[config.mk]
export PLATFORM = sky130hd
export DESIGN_NAME = odyssey_video_timing
export DESIGN_NICKNAME = d
export VERILOG_FILES = /design/src/rtl/odyssey_video_timing.sv
export SDC_FILE = /design/constraint.sdc
export NUM_CORES = 1
export LEC_CHECK = 0
export ABC_AREA = 1
export CORE_ASPECT_RATIO = 0.7
export CORE_MARGIN = 8
export CORE_UTILIZATION = 51
export DETAILED_ROUTE_END_ITERATION = 8
export GPL_TIMING_DRIVEN = 0
export HOLD_SLACK_MARGIN = 0.08
export PLACE_DENSITY = 0.78
export SYNTH_ARGS = -nofsm -noshare
export SYNTH_HDL_FRONTEND = slang
export SYNTH_SLANG_ARGS = --single-unit
[constraint.sdc]
create_clock -name clk -period 1.9 [get_ports clk]
set_clock_uncertainty 0.1 [all_clocks]
set_input_delay 0.38 -clock clk [delete_from_list [all_inputs] [get_ports clk]]
set_output_delay 0.38 -clock clk [all_outputs]
set_load 0.1 [all_outputs]
[src/rtl/odyssey_video_timing.sv]
// odyssey_video_timing: free-running raster counters with registered sync/blank/start strobes; ODYSSEY_VT_FIELD_EN adds an alternating-length field output
module odyssey_video_timing #(
    parameter int h_bitwidth   = 9,
    parameter int v_bitwidth   = 9,
    parameter int H_TOTAL      = 455,
    parameter int H_ACTIVE     = 360,
    parameter int H_SYNC_START = 380,
    parameter int H_SYNC_END   = 414,
    parameter int V_TOTAL      = 262,
    parameter int V_ACTIVE     = 240,
    parameter int V_SYNC_START = 244,
    parameter int V_SYNC_END   = 247
) (
    input  logic                  clk,
    input  logic                  reset,
    input  logic                  ce_pix,
    output logic [h_bitwidth-1:0] HORIZ,
    output logic [v_bitwidth-1:0] VERT,
    output logic                  hsync,
    output logic                  vsync,
    output logic                  hblank,
    output logic                  vblank,
`ifdef ODYSSEY_VT_FIELD_EN
    output logic                  field,
`endif
    output logic                  line_start,
    output logic                  frame_start
);
    localparam logic [h_bitwidth-1:0] H_LAST = h_bitwidth'(H_TOTAL - 1);
    localparam logic [v_bitwidth-1:0] V_LAST = v_bitwidth'(V_TOTAL - 1);

    if (!(H_ACTIVE < H_SYNC_START && H_SYNC_START < H_SYNC_END && H_SYNC_END <= H_TOTAL)) begin : g_bad_h
        $error("odyssey_video_timing: illegal horizontal timing parameters");
    end
    if (!(V_ACTIVE < V_SYNC_START && V_SYNC_START < V_SYNC_END && V_SYNC_END <= V_TOTAL)) begin : g_bad_v
        $error("odyssey_video_timing: illegal vertical timing parameters");
    end
    if (H_TOTAL > 2 ** h_bitwidth) begin : g_bad_hw
        $error("odyssey_video_timing: h_bitwidth too small for H_TOTAL");
    end

    logic                  h_wrap;
    logic                  v_wrap;
    logic [v_bitwidth-1:0] v_last;
    logic [h_bitwidth-1:0] h_nxt;
    logic [v_bitwidth-1:0] v_nxt;

    // next-state counters; decodes below use these so strobes align with HORIZ/VERT
    always_comb begin
`ifdef ODYSSEY_VT_FIELD_EN
        v_last = field ? v_bitwidth'(V_TOTAL) : V_LAST;
`else
        v_last = V_LAST;
`endif
        h_wrap = HORIZ == H_LAST;
        v_wrap = h_wrap && VERT == v_last;
        h_nxt  = !ce_pix ? HORIZ : h_wrap ? '0 : HORIZ + 1'b1;
        v_nxt  = !(ce_pix && h_wrap) ? VERT : v_wrap ? '0 : VERT + 1'b1;
    end

    // counters and decoded strobes share one register stage
    always_ff @(posedge clk or negedge reset) begin
        if (!reset) begin
            HORIZ       <= '0;
            VERT        <= '0;
            hsync       <= 1'b0;
            vsync       <= 1'b0;
            hblank      <= 1'b0;
            vblank      <= 1'b0;
            line_start  <= 1'b0;
            frame_start <= 1'b0;
        end else begin
            HORIZ       <= h_nxt;
            VERT        <= v_nxt;
            hsync       <= 32'(h_nxt) >= H_SYNC_START && 32'(h_nxt) < H_SYNC_END;
            vsync       <= 32'(v_nxt) >= V_SYNC_START && 32'(v_nxt) < V_SYNC_END;
            hblank      <= 32'(h_nxt) >= H_ACTIVE;
            vblank      <= 32'(v_nxt) >= V_ACTIVE;
            line_start  <= ce_pix && h_wrap;
            frame_start <= ce_pix && v_wrap;
        end
    end

`ifdef ODYSSEY_VT_FIELD_EN
    // field flips at every frame wrap, alternating short and long frames
    always_ff @(posedge clk or negedge reset) begin
        if (!reset) field <= 1'b0;
        else        field <= field ^ (ce_pix && v_wrap);
    end
`endif
endmodule

==> impl_metrics.json <==
{
  "fp.dieH_um": 60.7,
  "place_area_um2": 1780,
  "rsz0062_at_grt": "true",
  "synth.distinct_cells": 24,
  "syn_nets": 214,
  "synth_edf_count": 0,
  "power.density_nw_per_um2": 1500,
  "ff2ff_setup_slack_ns": 0.04,
  "worst_pin_slew_ns": 1.06,
  "post-dp-hpwl_mm": 2.48,
  "cts_buffer_depth": 2,
  "synth_top_cell_area_share_pct": 41.2,
  "crit_path_max_incr_delay_ns": 0.51,
  "yosys_warnings": 0,
  "cts_tree": "yes",
  "fp.dieW_um": 79.9,
  "cts_made_buffers": 3,
  "synthTopCellsByCount": "nand2_1 (61), inv_1 (37), dfrtp_1 (24)",
  "max_freq_ghz": 0.535,
  "synth_top_area_cell": "dfrtp_1",
  "final_antenna_net_count": 0,
  "power_leakage_nw": 1.01,
  "hold_depth": 2,
  "grt_start_max_net_pins": 25,
  "reg2regPathDepth": 12,
  "crit_buf_inv": 2,
  "syn_inst": 207,
  "root_buffer": "clkbuf_8",
  "hold_violations": 0,
  "reg2reg_from": "HORIZ[0]",
  "numClockSinks": 24,
  "fin_cells": 281,
  "start_kind": "flip-flop",
  "path_depth": 2,
  "cts-hold-fix-buffers": 0,
  "outcome": "completed",
  "arrival_ns": 1.39,
  "crit_fanout": 4,
  "drive_gt1_share_pct": 40.0,
  "wl_mm": 3.83,
  "worstSkewPairLatency_ns": 0.27,
  "cp_top_family": "buffers and inverters",
  "port_buffers": 25,
  "period_share_pct": 98.3,
  "timing.rr.end": "vsync",
  "drt_first_iter_violations": 84,
  "overflow": 0,
  "yosys-top-cells-area": "dfrtp_1 (41%), nand2_1 (16%), inv_1 (9.5%), nand3_1 (7.6%), nor2_1 (5.7%)",
  "fin_area_um2": 2050,
  "row_count": 16,
  "endpoint_kind": "output port",
  "yosysSeqAreaShare_pct": 41.2,
  "hp-class": "input pin to flip-flop",
  "grt_use_total_pct": 14.7,
  "vdd_ir_drop_max_v": 0.00126,
  "wl_per_cell_um": 13.6,
  "drcViolationCount": 0,
  "htree_levels": 1,
  "mappedNetlistArea_um2": 1460,
  "io_pins": 27,
  "place.gp.congestion": 0.865,
  "ys_async_sr_fraction_pct": 100,
  "crit_type": "flip-flop to output port",
  "layout-area-overhead-vs-synth_pct": 40.4,
  "synth-seq-cells": 24,
  "grt_pass1_vias": 1174,
  "cp_slowest_cell": "dfrtp_4",
  "start_util_pct": 52.8,
  "fin_nets": 253,
  "grt_pass1_wl_mm": 5.61,
  "viasPerCell": 4.96,
  "period_minus_slack_ns": 1.87,
  "num_vias": 1393,
  "synth.most_common_cell": "nand2_1",
  "diodes": 0,
  "finalMaxSlewViolations": 0,
  "antenna_found_initial": 0,
  "synth_flop_cell": "dfrtp_1",
  "hp-start": "ce_pix",
  "coreArea_um2": 2760,
  "avgSynthCellArea_um2": 7.04,
  "slew_headroom_pct": 29.1,
  "firstDrtPassIters": 4,
  "dieArea_um2": 4850,
  "crit_chain": "buf_4, clkdlybuf4s15_2",
  "dp_cells": 268,
  "maxCapViolations": 0,
  "whs_endpoint": "HORIZ[0]",
  "clk_pin_slew_ns": 0.08,
  "required_ns": 1.42,
  "finalSetupViolCount": 0
}
[per-stage QoR]
step	total power, mW	hold WS [ns]	worst slack, ns	utilization, %	setup TNS [ns]
floorplan	2.21	-0.0156	0.00381	-	0
global placement	2.60	0.479	-0.147	64.5	-2.58
detailed placement	2.61	0.486	-0.157	64.5	-2.56
CTS	2.93	0.292	0.00126	68.7	0
global route	3.23	0.355	-0.0877	74.1	-0.0976
finish	3.07	0.329	0.0317	74.1	0
[how the worst max path moves through the flow]
stage | from | endpoint
final | VERT[1] | VERT[1]
after global routing | VERT[1] | vsync
after CTS | HORIZ[0] | vsync
after detailed placement | VERT[7] | VERT[7]
after global placement | VERT[6] | VERT[6]
after floorplan | VERT[6] | vsync
[per-layer routing]
layer | vias up | GRT usage, % | share of wire (%)
li1 | 706 | - | -
met1 | 631 | 20.7 | 45
met2 | 48 | 21.6 | 45
met3 | 8 | 4.14 | 8.0
met4 | 0 | 3.09 | 1.9
met5 | - | 0 | 0
[kinds of logic (layout without fill, tap and decap cells)]
| group | Yosys count | after routing | share of synthesized area [%] |
|---|---|---|---|
| simple gates | 121 | 121 | 37.2 |
| compound gates | 12 | 12 | 4.81 |
| buf+inv | 44 | 82 | 12.2 |
| flops | 24 | 24 | 41.2 |
| xor+xnor | 2 | 2 | 1.20 |
| fa+ha+maj | 4 | 4 | 3.43 |
[cell type report]
class / instances / area (um^2)
multi-input cells: 139 / 795
plain buffers: 4 / 26.3
flip-flops and latches: 24 / 629
repair buffers: 34 / 343
well taps: 36 / 45.0
clock buffers: 4 / 55.1
inverters: 40 / 154
fillers: 198 / 716
[report_power, final]
group | internal (mW) | switching (mW)
combinational | 0.432 | 1.48
clock | 0.185 | 0.163
sequential | 0.665 | 0.145
[what timing repair did]
item	CTS	global route
endpoints found under the setup margin	25	6
cloned	0	1
pin swaps	3	12
setup buffers	3	5
endpoints found under the hold margin	0	0
gates resized for setup	76	36
[cell usage in the layout (no fill, tap or decap), types with 6 or more instances in the layout]
cell and count:
o21ai_0 6, nor2_4 6, nand3_1 20, nand2_2 12
inv_2 6, clkdlybuf4s15_2 22, nor2_1 15, inv_1 32
nand2_1 51, dfrtp_1 9, dfrtp_2 11, buf_4 7
nor2_2 6
[worst reg2reg max path: cells and delay by family (launching register included)]
kind,cells,cell delay (ns)
adder cells (fa/ha/maj),1,0.14
buffers and inverters,2,0.19
flip-flops,1,0.50
AND/OR/NAND/NOR,9,0.83
[flip-flops by register name (all words and copies together) (netlist names)]
name         count
vsync            1
hblank           1
frame_start      1
HORIZ            9
VERT             9
vblank           1
hsync            1
line_start       1
Note: power is estimated with default switching activity, not from simulation.
